==> config.mk <==
export PLATFORM = sky130hd
export DESIGN_NAME = uart_tx_core_flat
export DESIGN_NICKNAME = d
export VERILOG_FILES = /design/src/rtl/uart_tx_if.sv /design/src/rtl/uart_tx_core.sv /design/src/flat_wrapper.sv
export SDC_FILE = /design/constraint.sdc
export NUM_CORES = 1
export LEC_CHECK = 0
export ABC_CLOCK_PERIOD_IN_PS = 6850
export CORE_MARGIN = 3
export CORE_UTILIZATION = 50
export CTS_CLUSTER_SIZE = 10
export DETAILED_ROUTE_END_ITERATION = 8
export DONT_BUFFER_PORTS = 1
export HOLD_SLACK_MARGIN = 0.15
export MAX_ROUTING_LAYER = met4
export PLACE_DENSITY = 0.7
export SLEW_MARGIN = 20
export SYNTH_ARGS = -nofsm -noshare
export SYNTH_HDL_FRONTEND = slang
export SYNTH_SLANG_ARGS = --single-unit
==> constraint.sdc <==
create_clock -name clk -period 6.85 [get_ports clk]
set_input_delay 0.3425 -clock clk [delete_from_list [all_inputs] [get_ports clk]]
set_output_delay 0.3425 -clock clk [all_outputs]
set_load 0.02 [all_outputs]
==> src/rtl/uart_tx_if.sv <==
// uart_tx_if: handshake between the register file (master) and the UART
// serial transmit engine (slave).
//   tx_p_data          byte to send, sampled on acceptance
//   uart_tx_data_valid level request, high while a byte is pending
//   par_en / par_typ   parity enable / type (0 even, 1 odd), sampled on acceptance
//   tx_out             serial line, idles high
//   busy               high while a frame is on the line
//   uart_tx_done       one-cycle pulse in the last cycle of the stop bit
interface uart_tx_if #(
  parameter int DATA_W = 8
);
  logic [DATA_W-1:0] tx_p_data;
  logic              uart_tx_data_valid;
  logic              par_en;
  logic              par_typ;
  logic              tx_out;
  logic              busy;
  logic              uart_tx_done;

  modport master (
    output tx_p_data, uart_tx_data_valid, par_en, par_typ,
    input  tx_out, busy, uart_tx_done
  );

  modport slave (
    input  tx_p_data, uart_tx_data_valid, par_en, par_typ,
    output tx_out, busy, uart_tx_done
  );
endinterface

==> src/rtl/uart_tx_core.sv <==
// uart_tx_core: serial transmit engine. Accepts a byte from the register
// file when idle, then shifts out start, DATA_W data bits LSB-first,
// optional parity and one stop bit, each held CLKS_PER_BIT clocks.
//   clk  system clock, rising edge
//   rst  synchronous active-high reset
//   bus  uart_tx_if slave modport (data/valid/parity in; tx_out/busy/done out)
// All outputs are registered: the next-cycle output values are derived from
// the next state in the combinational process and captured with the state.
module uart_tx_core #(
  parameter int CLKS_PER_BIT = 868,
  parameter int DATA_W       = 8
) (
  input  logic     clk,
  input  logic     rst,
  uart_tx_if.slave bus
);
  localparam int CNT_W = $clog2(CLKS_PER_BIT);
  localparam int IDX_W = (DATA_W > 1) ? $clog2(DATA_W) : 1;
  localparam logic [CNT_W-1:0] CNT_LAST = CNT_W'(CLKS_PER_BIT - 1);
  localparam logic [IDX_W-1:0] IDX_LAST = IDX_W'(DATA_W - 1);

  typedef enum logic [2:0] {IDLE, START, DATA, PARITY, STOP} state_t;

  state_t            state, state_n;
  logic [CNT_W-1:0]  cnt, cnt_n;
  logic [IDX_W-1:0]  idx, idx_n;
  logic [DATA_W-1:0] shadow, shadow_n;
  logic              pen, pen_n;
  logic              ptyp, ptyp_n;
  logic              tx_q, tx_n;
  logic              busy_q, busy_n;
  logic              done_q, done_n;
  logic              bit_end;

  assign bit_end = (cnt == CNT_LAST);

  always_ff @(posedge clk) begin
    if (rst) begin
      state  <= IDLE;
      cnt    <= '0;
      idx    <= '0;
      shadow <= '0;
      pen    <= 1'b0;
      ptyp   <= 1'b0;
      tx_q   <= 1'b1;
      busy_q <= 1'b0;
      done_q <= 1'b0;
    end else begin
      state  <= state_n;
      cnt    <= cnt_n;
      idx    <= idx_n;
      shadow <= shadow_n;
      pen    <= pen_n;
      ptyp   <= ptyp_n;
      tx_q   <= tx_n;
      busy_q <= busy_n;
      done_q <= done_n;
    end
  end

  always_comb begin
    state_n  = state;
    cnt_n    = cnt;
    idx_n    = idx;
    shadow_n = shadow;
    pen_n    = pen;
    ptyp_n   = ptyp;

    unique case (state)
      IDLE: begin
        if (bus.uart_tx_data_valid) begin
          shadow_n = bus.tx_p_data;
          pen_n    = bus.par_en;
          ptyp_n   = bus.par_typ;
          cnt_n    = '0;
          state_n  = START;
        end
      end
      START: begin
        if (bit_end) begin
          cnt_n   = '0;
          idx_n   = '0;
          state_n = DATA;
        end else begin
          cnt_n = cnt + CNT_W'(1);
        end
      end
      DATA: begin
        if (bit_end) begin
          cnt_n = '0;
          if (idx == IDX_LAST) state_n = pen ? PARITY : STOP;
          else                 idx_n   = idx + IDX_W'(1);
        end else begin
          cnt_n = cnt + CNT_W'(1);
        end
      end
      PARITY: begin
        if (bit_end) begin
          cnt_n   = '0;
          state_n = STOP;
        end else begin
          cnt_n = cnt + CNT_W'(1);
        end
      end
      STOP: begin
        if (bit_end) begin
          cnt_n   = '0;
          state_n = IDLE;
        end else begin
          cnt_n = cnt + CNT_W'(1);
        end
      end
      default: state_n = IDLE;
    endcase

    // Output values for the cycle after this edge, from the next state.
    tx_n = 1'b1;
    unique case (state_n)
      START:   tx_n = 1'b0;
      DATA:    tx_n = shadow_n[idx_n];
      PARITY:  tx_n = (^shadow_n) ^ ptyp_n;
      default: tx_n = 1'b1;
    endcase
    busy_n = (state_n != IDLE);
    // Done marks the final clock of the stop bit.
    done_n = (state_n == STOP) && (cnt_n == CNT_LAST);
  end

  assign bus.tx_out       = tx_q;
  assign bus.busy         = busy_q;
  assign bus.uart_tx_done = done_q;
endmodule

==> src/flat_wrapper.sv <==
// flat-port wrapper written by rule: the top's interface ports become plain ports
module uart_tx_core_flat 
#(
  parameter int CLKS_PER_BIT = 868,
  parameter int DATA_W       = 8
)
  (clk, rst, bus_tx_p_data, bus_uart_tx_data_valid, bus_par_en, bus_par_typ, bus_tx_out, bus_busy, bus_uart_tx_done);
  uart_tx_if #(.DATA_W(DATA_W)) bus_i ();
  input  logic clk;
  input  logic rst;
  input wire logic [$bits(bus_i.tx_p_data)-1:0] bus_tx_p_data;
  input wire logic [$bits(bus_i.uart_tx_data_valid)-1:0] bus_uart_tx_data_valid;
  input wire logic [$bits(bus_i.par_en)-1:0] bus_par_en;
  input wire logic [$bits(bus_i.par_typ)-1:0] bus_par_typ;
  output wire logic [$bits(bus_i.tx_out)-1:0] bus_tx_out;
  output wire logic [$bits(bus_i.busy)-1:0] bus_busy;
  output wire logic [$bits(bus_i.uart_tx_done)-1:0] bus_uart_tx_done;
  assign bus_i.tx_p_data = bus_tx_p_data;
  assign bus_i.uart_tx_data_valid = bus_uart_tx_data_valid;
  assign bus_i.par_en = bus_par_en;
  assign bus_i.par_typ = bus_par_typ;
  assign bus_tx_out = bus_i.tx_out;
  assign bus_busy = bus_i.busy;
  assign bus_uart_tx_done = bus_i.uart_tx_done;
  uart_tx_core #(.CLKS_PER_BIT(CLKS_PER_BIT), .DATA_W(DATA_W)) u_core (.clk(clk), .rst(rst), .bus(bus_i));
endmodule
==> results.cfg, run 1 <==
[sta]
fin_crit_sh_pct = 43.7
max_freq_mhz = 334
rsz0062_at_grt = false
fin_skew_ps = 8.28
fin_crit_ps = 2990
finalSetupTns_ps = 0
final-setup-viol-count = 0
worst_pin_slew_ps = 1020
maxSlewViolCount = 0
hold_viol = 0
setup_slack_ps = 3860
relSlewSlack_pct = 31.7

[critical_path]
crit_fanout = 16
cp.required_ps = 7080
slowest_delay_ps = 950
crit_slowest_cell = nor4b_4
critPathLaunchType = flip-flop
path_cells = nor4b_4 > mux2i_1 > or4b_1 > a21oi_1 > a211o_1 > mux4_2 > a31oi_1
cp.arrival_ps = 3220
worstSetupEndpointType = flip-flop
crit_type = flip-flop to flip-flop

[routing]
final_antenna_net_count = 0
firstDrtPassIters = 4
drtIter0Drc = 116
finalWirelength_um = 3770
vias = 1550
vias_per_cell = 6.03
post_drt_wl_per_cell_um = 14.7
route.detailed.drc = 0

[global_route]
grt_pass1_wl_um = 6440
antenna_found_initial = 0
grt_usage_pct = 19.9
grt_max_degree = 28
grt-ovfl-total = 0
grt_pass1_vias = 1396

[clock_tree]
post_cts_resized = 0
cts_tree = built
postCtsHoldBufs = 1
cts_root_buffer = clkbuf_4
clockBufferDepth = 2
cts_htree_levels = 2
cts_sinks = 29
clk_pin_slew_ps = 100
cts_made_buffers = 5
cts_setup_buffers = 0
clock_latency_ps = 340

[logic_synthesis]
yosysMostFrequentCell = nor2_1
synthesis.area_um2 = 1760
synth_top_cell_by_area = dfxtp_1
yosys-top-cells-count = nor2_1 (35), dfxtp_1 (29), a21oi_1 (16)
synth_cells = 218
ys_seq_elements = 29
ys_warn_count = 0
synth-main-ff-cell = dfxtp_1
synth-edff-count = 0
ys_types = 44
syn-num-nets = 233
async_flop_share_pct = 0
synth_seq_area_share_pct = 33.0
synth.area.top_cells = dfxtp_1 (33%), nor2_1 (7.5%), mux2i_1 (5.7%)
yosys.area.top_type_share_pct = 33.0
syn_avg_cell_area_um2 = 8.08

[hold_path]
hold_class = input pin to flip-flop

[cells_and_area]
layout.nets = 227
drive_above_1_share_pct = 4.23
diodes = 0
area_growth_pct = 2.99

[placement]
place_congestion = 0.886
place_ws_ps = 3860
port_buffers = 0
place_hpwl_um = 2650

[status]
outcome = finished clean

[floorplanning]
num_rows = 20
fp.dieH_um = 65.3
io-pin-count = 16
die_width_um = 65.3
initial_core_util_pct = 55.0
core_area_um2 = 3200
dieArea_um2 = 4270

[pwr]
ir_drop_v = 0.000119
p_per_area_nw_per_um2 = 186
p_leak_nw = 0.715

[run]
drv_cap = 0
## critical path: cells and delay by family, from the launching register on
kind	cells	cell delay, ps
AO/OA/AOI/OAI	3	400
flip-flops	1	440
multiplexers	2	620
AND/OR/NAND/NOR	2	1420
## cell usage in the layout (no fill, tap or decap), types with 3 or more instances in the layout
cell and instances:
a21oi_1 16, a22oi_1 3, a31oi_1 5, and3_1 8
clkbuf_1 3, clkbuf_4 5, dfxtp_1 29, mux2i_1 10
nand2_1 12, nand3_1 8, nor2_1 35, nor2b_1 4
nor3_1 5, o21ai_0 14, xnor2_1 11, xor2_1 5
## where the power goes
part	switching (mW)	internal, mW
Clock	0.0624	0.0408
Combinational	0.0291	0.0252
Sequential	0.00630	0.174
## layout make-up
class / instances / area (um^2)
Multi-Input combinational cell: 173 / 1110
Inverter: 2 / 7.51
Tap cell: 44 / 55.1
Clock buffer: 8 / 48.8
Sequential cell: 29 / 581
Timing Repair Buffer: 1 / 10.0
Fill cell: 320 / 1390
## per-stage QoR
step / std cells / total power [mW] / cell area, um^2 / hold WS [ps] / util [%]
3_3_place_gp: 248 / 0.234 / 1750 / 417 / 54.8
6_report: 257 / 0.338 / 1810 / 160 / 56.6
4_1_cts: 257 / 0.338 / 1810 / 164 / 56.6
5_1_grt: 257 / 0.354 / 1810 / 172 / 56.6
3_5_place_dp: 248 / 0.236 / 1750 / 418 / 54.8
2_1_floorplan: 218 / 0.230 / 1760 / 452 / -
## per-layer routing
layer  vias up  wire (um)  part of all wire [%]  global-route usage [%]
li1        777          -                     -                       -
met1       728       1890                    50                    27.6
met2        40       1600                    43                    27.7
met3         5        227                   6.0                    6.32
met4         0         44                   1.2                    5.70
met5         -          0                     0                       -
## final timing paths
path / endpoint / slack, ps / from / cells past startpoint
setup / recovery: u_core.bus.tx_out / 3860 / u_core.state[0] / 7
hold / removal: u_core.ptyp / 160 / bus_par_typ / 2
hold reg to reg: u_core.cnt[9] / 510 / u_core.cnt[9] / 1
setup reg to reg: u_core.bus.tx_out / 3860 / u_core.state[0] / 7
## sequential cells by signal (all words and copies together) (netlist names)
name and flops:
u_core.bus.busy 1, u_core.bus.tx_out 1, u_core.idx 3, u_core.shadow 8, u_core.state 3, u_core.bus.uart_tx_done 1
u_core.cnt 10, u_core.ptyp 1, u_core.pen 1
## cell families (layout without fill, tap and decap cells)
group                      Yosys count  after routing  synth area share [%]
and+or+nand+nor                     88             88                  25.4
AOI/OAI and AO/OA                   54             54                  19.5
DFF                                 29             29                  33.0
xor gates and xnor gates            17             17                  9.24
buffers and inverters               16             11                  3.91
muxes                               12             12                  7.60
adders and majority gates            2              2                  1.42
(Power assumes the default switching activity.)
==> run 2, diff against run 1 <==
--- a/config.mk
+++ b/config.mk
@@ -5,7 +5,8 @@
 export SDC_FILE = /design/constraint.sdc
 export NUM_CORES = 1
 export LEC_CHECK = 0
-export ABC_CLOCK_PERIOD_IN_PS = 6850
+export ABC_AREA = 1
+export ABC_CLOCK_PERIOD_IN_PS = 2600
 export CORE_MARGIN = 3
 export CORE_UTILIZATION = 50
 export CTS_CLUSTER_SIZE = 10
@@ -13,7 +14,7 @@
 export DONT_BUFFER_PORTS = 1
 export HOLD_SLACK_MARGIN = 0.15
 export MAX_ROUTING_LAYER = met4
-export PLACE_DENSITY = 0.7
+export PLACE_DENSITY = 0.73
 export SLEW_MARGIN = 20
 export SYNTH_ARGS = -nofsm -noshare
 export SYNTH_HDL_FRONTEND = slang
==> constraint.sdc (replaced) <==
create_clock -name clk -period 2.6 [get_ports clk]
set_input_delay 0.13 -clock clk [delete_from_list [all_inputs] [get_ports clk]]
set_output_delay 0.13 -clock clk [all_outputs]
set_load 0.02 [all_outputs]
==> run 2 against run 1 <==
Sequential share of layout area fell by 6.5 points; clock-buffer cell count shrank 1; register-to-register slack lost 3500 ps; critical path depth is 8 higher; sequential power grew to 2.7 times the previous value; first-iteration DRC count rose by 47%; clock power rose to 3.7 times the previous value; fmax rose by 32%; total power grew to 3.2 times the previous value; global-route usage is 1.7 points higher; wire length rose by 32%; critical path type unchanged; largest cell class unchanged.
==> results.cfg, run 2 <==
[cells_and_area]
area_growth_pct = 8.53
reg_top3 = u_core.cnt x10, u_core.shadow x8
largest_reg_flops = 10
layout.nets = 375
diodes = 0
final.fill_count = 372
largest_register = u_core.cnt
final_common_cell = nand2_1
finalCoreUtilization_pct = 59.1
layout_common_cells = nand2_1 (120), inv_1 (56), nor2_1 (36)
drive_above_1_share_pct = 8.61

[critical_path]
crit_type = flip-flop to flip-flop
crit_top_cell = nand2_1
crit_slowest_cell = dlygate4sd3_1
cp.arrival_ps = 2450
cp.required_ps = 2780
path_cells = inv_2 > nand4_1 > dlygate4sd3_1 > nand2_1 > nand2_1 > nand2_1 > nand2_1 > nand2_2 > inv_1 > nand2_1 > nand3_1 > nand3_1 > nand2_1 > inv_1 > nand2_1
worstSetupEndpointType = flip-flop
path_buf_inv = 4
worstSetupEndpoint = u_core.bus.tx_out
critPathLaunchType = flip-flop
crit_fanout = 12
cp_top_family = buffers and inverters
r2r_end = u_core.bus.tx_out
slowest_delay_ps = 570
path_depth = 15
crit_start = u_core.state[2]
r2r.worst_path.cells = 15
reg2reg_slack_ps = 330
r2r-start = u_core.state[2]

[global_route]
grt-busiest-layer = met1
gr-usage-met1_pct = 31.2
grt_pass1_wl_um = 8550
grt-ovfl-total = 0
grt_usage_pct = 21.6
grt_max_degree = 27
use_met3_pct = 5.26
antenna_found_initial = 0
gr-usage-met2_pct = 30.4
grt_pass1_vias = 1832

[clock_tree]
clk_pin_slew_ps = 70
cts_sinks = 29
cts_root_buffer = clkbuf_8
clock_latency_ps = 280
post_cts_resized = 0
cts_made_buffers = 5
clockBufferDepth = 2
cts_htree_levels = 2
cts_tree = built

[logic_synthesis]
synth.area.top_cells = dfxtp_1 (28%), nand2_1 (21%), inv_1 (10%)
synth-main-ff-cell = dfxtp_1
async_flop_share_pct = 0
yosys.area.top_type_share_pct = 27.7
syn_avg_cell_area_um2 = 5.94
synthesis.area_um2 = 2100
synth_top_cell_by_area = dfxtp_1
synth_seq_area_share_pct = 27.7
yosysMostFrequentCell = nand2_1
ys_warn_count = 0
synth_cells = 353
yosys-top-cells-count = nand2_1 (120), inv_1 (56), nor2_1 (36)
ys_seq_elements = 29
ys_types = 34
synth-edff-count = 0
syn-num-nets = 368

[floorplanning]
num_rows = 22
dieArea_um2 = 5010
initial_core_util_pct = 54.4
core_area_um2 = 3850
fp.dieH_um = 70.8
die_width_um = 70.8
io-pin-count = 16

[hold_path]
hold_class = input pin to flip-flop
holdCritStartpoint = bus_tx_p_data[0]

[sta]
maxSlewViolCount = 0
fin_crit_ps = 2270
max_freq_mhz = 441
fin_crit_sh_pct = 87.3
final-setup-viol-count = 0
rsz0062_at_grt = false
hold_viol = 0
worst_pin_slew_ps = 1120
finalSetupTns_ps = 0
fin_skew_ps = 3.88
relSlewSlack_pct = 25.3

[pwr]
p_leak_nw = 1.12
ir_drop_v = 0.000344
clockPowerShare_pct = 35.6
p_sw_mw = 0.335
p_per_area_nw_per_um2 = 476
combPwrFrac_pct = 20.4
intPower_mw = 0.749
seq_power_share_pct = 44.0
netSwitchingFraction_pct = 30.9

[placement]
place_hpwl_um = 3580
place_congestion = 0.951
port_buffers = 0

[routing]
drtIter0Drc = 171
vias = 2128
finalWirelength_um = 4960
route.detailed.drc = 0
final_antenna_net_count = 0
post_drt_wl_per_cell_um = 12.2
vias_per_cell = 5.22
firstDrtPassIters = 5

[status]
outcome = finished clean

[run]
drv_cap = 0
run 2: cell types whose count changed after synthesis, sizes merged, moves of 6 or more:
cell   delta
a21oi    -12
and3      -8
inv      +59
nor2      +8
o21ai     +6
nand4     +9
nand3    +21
xnor2     -9
mux2i     -9
nand2   +116
run 2: kinds of logic after synthesis:
family,after synthesis,synth area share [%]
buf+inv,71,14.0
compound gates,31,9.12
xor+xnor,2,0.835
mux,1,0.477
fa+ha+maj,2,1.19
flops,29,27.7
simple gates,217,46.7
run 2: timing repair:
item / in CTS / in global routing
hold endpoints to repair: 29 / 0
hold buffers: 9 / 0
setup buffers: 0 / 0
run 2: power groups by stage:
stage               Combinational [mW]  Sequential, mW  Clock, mW
finish                           0.221           0.477      0.386
global route                     0.254           0.479      0.410
CTS                              0.219           0.477      0.388
detailed placement               0.199           0.487          0
global placement                 0.197           0.486          0
floorplan                        0.178           0.485          0
run 2: cell type report:
| class | instances | area [um^2] | share of cell area [%] |
|---|---|---|---|
| clock buffer | 7 | 86.3 | 3.79 |
| multi-input combinational | 253 | 1220 | 53.7 |
| tap | 48 | 60.1 | 2.64 |
| inverter | 61 | 229 | 10.1 |
| timing repair buffer | 10 | 97.6 | 4.29 |
| sequential | 29 | 581 | 25.5 |
run 2: worst min path at each step:
stage / cells after the start / to / slack [ps]
finish: 4 / u_core.shadow[0] / 150
global route: 4 / u_core.shadow[3] / 190
floorplan: 2 / u_core.pen / 290
CTS: 4 / u_core.shadow[2] / 150
global placement: 1 / u_core.pen / 200
detailed placement: 1 / u_core.pen / 200
run 2: stage by stage:
stage | total power, mW | instances | setup slack [ps] | hold slack [ps] | cell area [um^2]
floorplan | 0.662 | 353 | 838 | 290 | 2100
global placement | 0.683 | 392 | 445 | 202 | 2100
detailed placement | 0.686 | 392 | 428 | 204 | 2100
CTS | 1.08 | 408 | 337 | 151 | 2280
global route | 1.14 | 408 | 67.0 | 189 | 2280
finish | 1.08 | 408 | 330 | 152 | 2280
run 2: worst register-to-register path, cell delays in order, from the launching register on:
cell	delay [ps]
dfxtp_1	370
inv_2	320
nand4_1	120
dlygate4sd3_1	570
nand2_1	100
nand2_1	60
nand2_1	70
nand2_1	60
nand2_2	80
inv_1	50
nand2_1	60
nand3_1	60
nand3_1	110
nand2_1	60
inv_1	50
nand2_1	40
run 2: per-layer routing:
layer / vias to the layer above / wire [um]
met3: 2 / 377
met5: - / 0
li1: 1111 / -
met1: 950 / 2550
met2: 65 / 2020
met4: 0 / 10
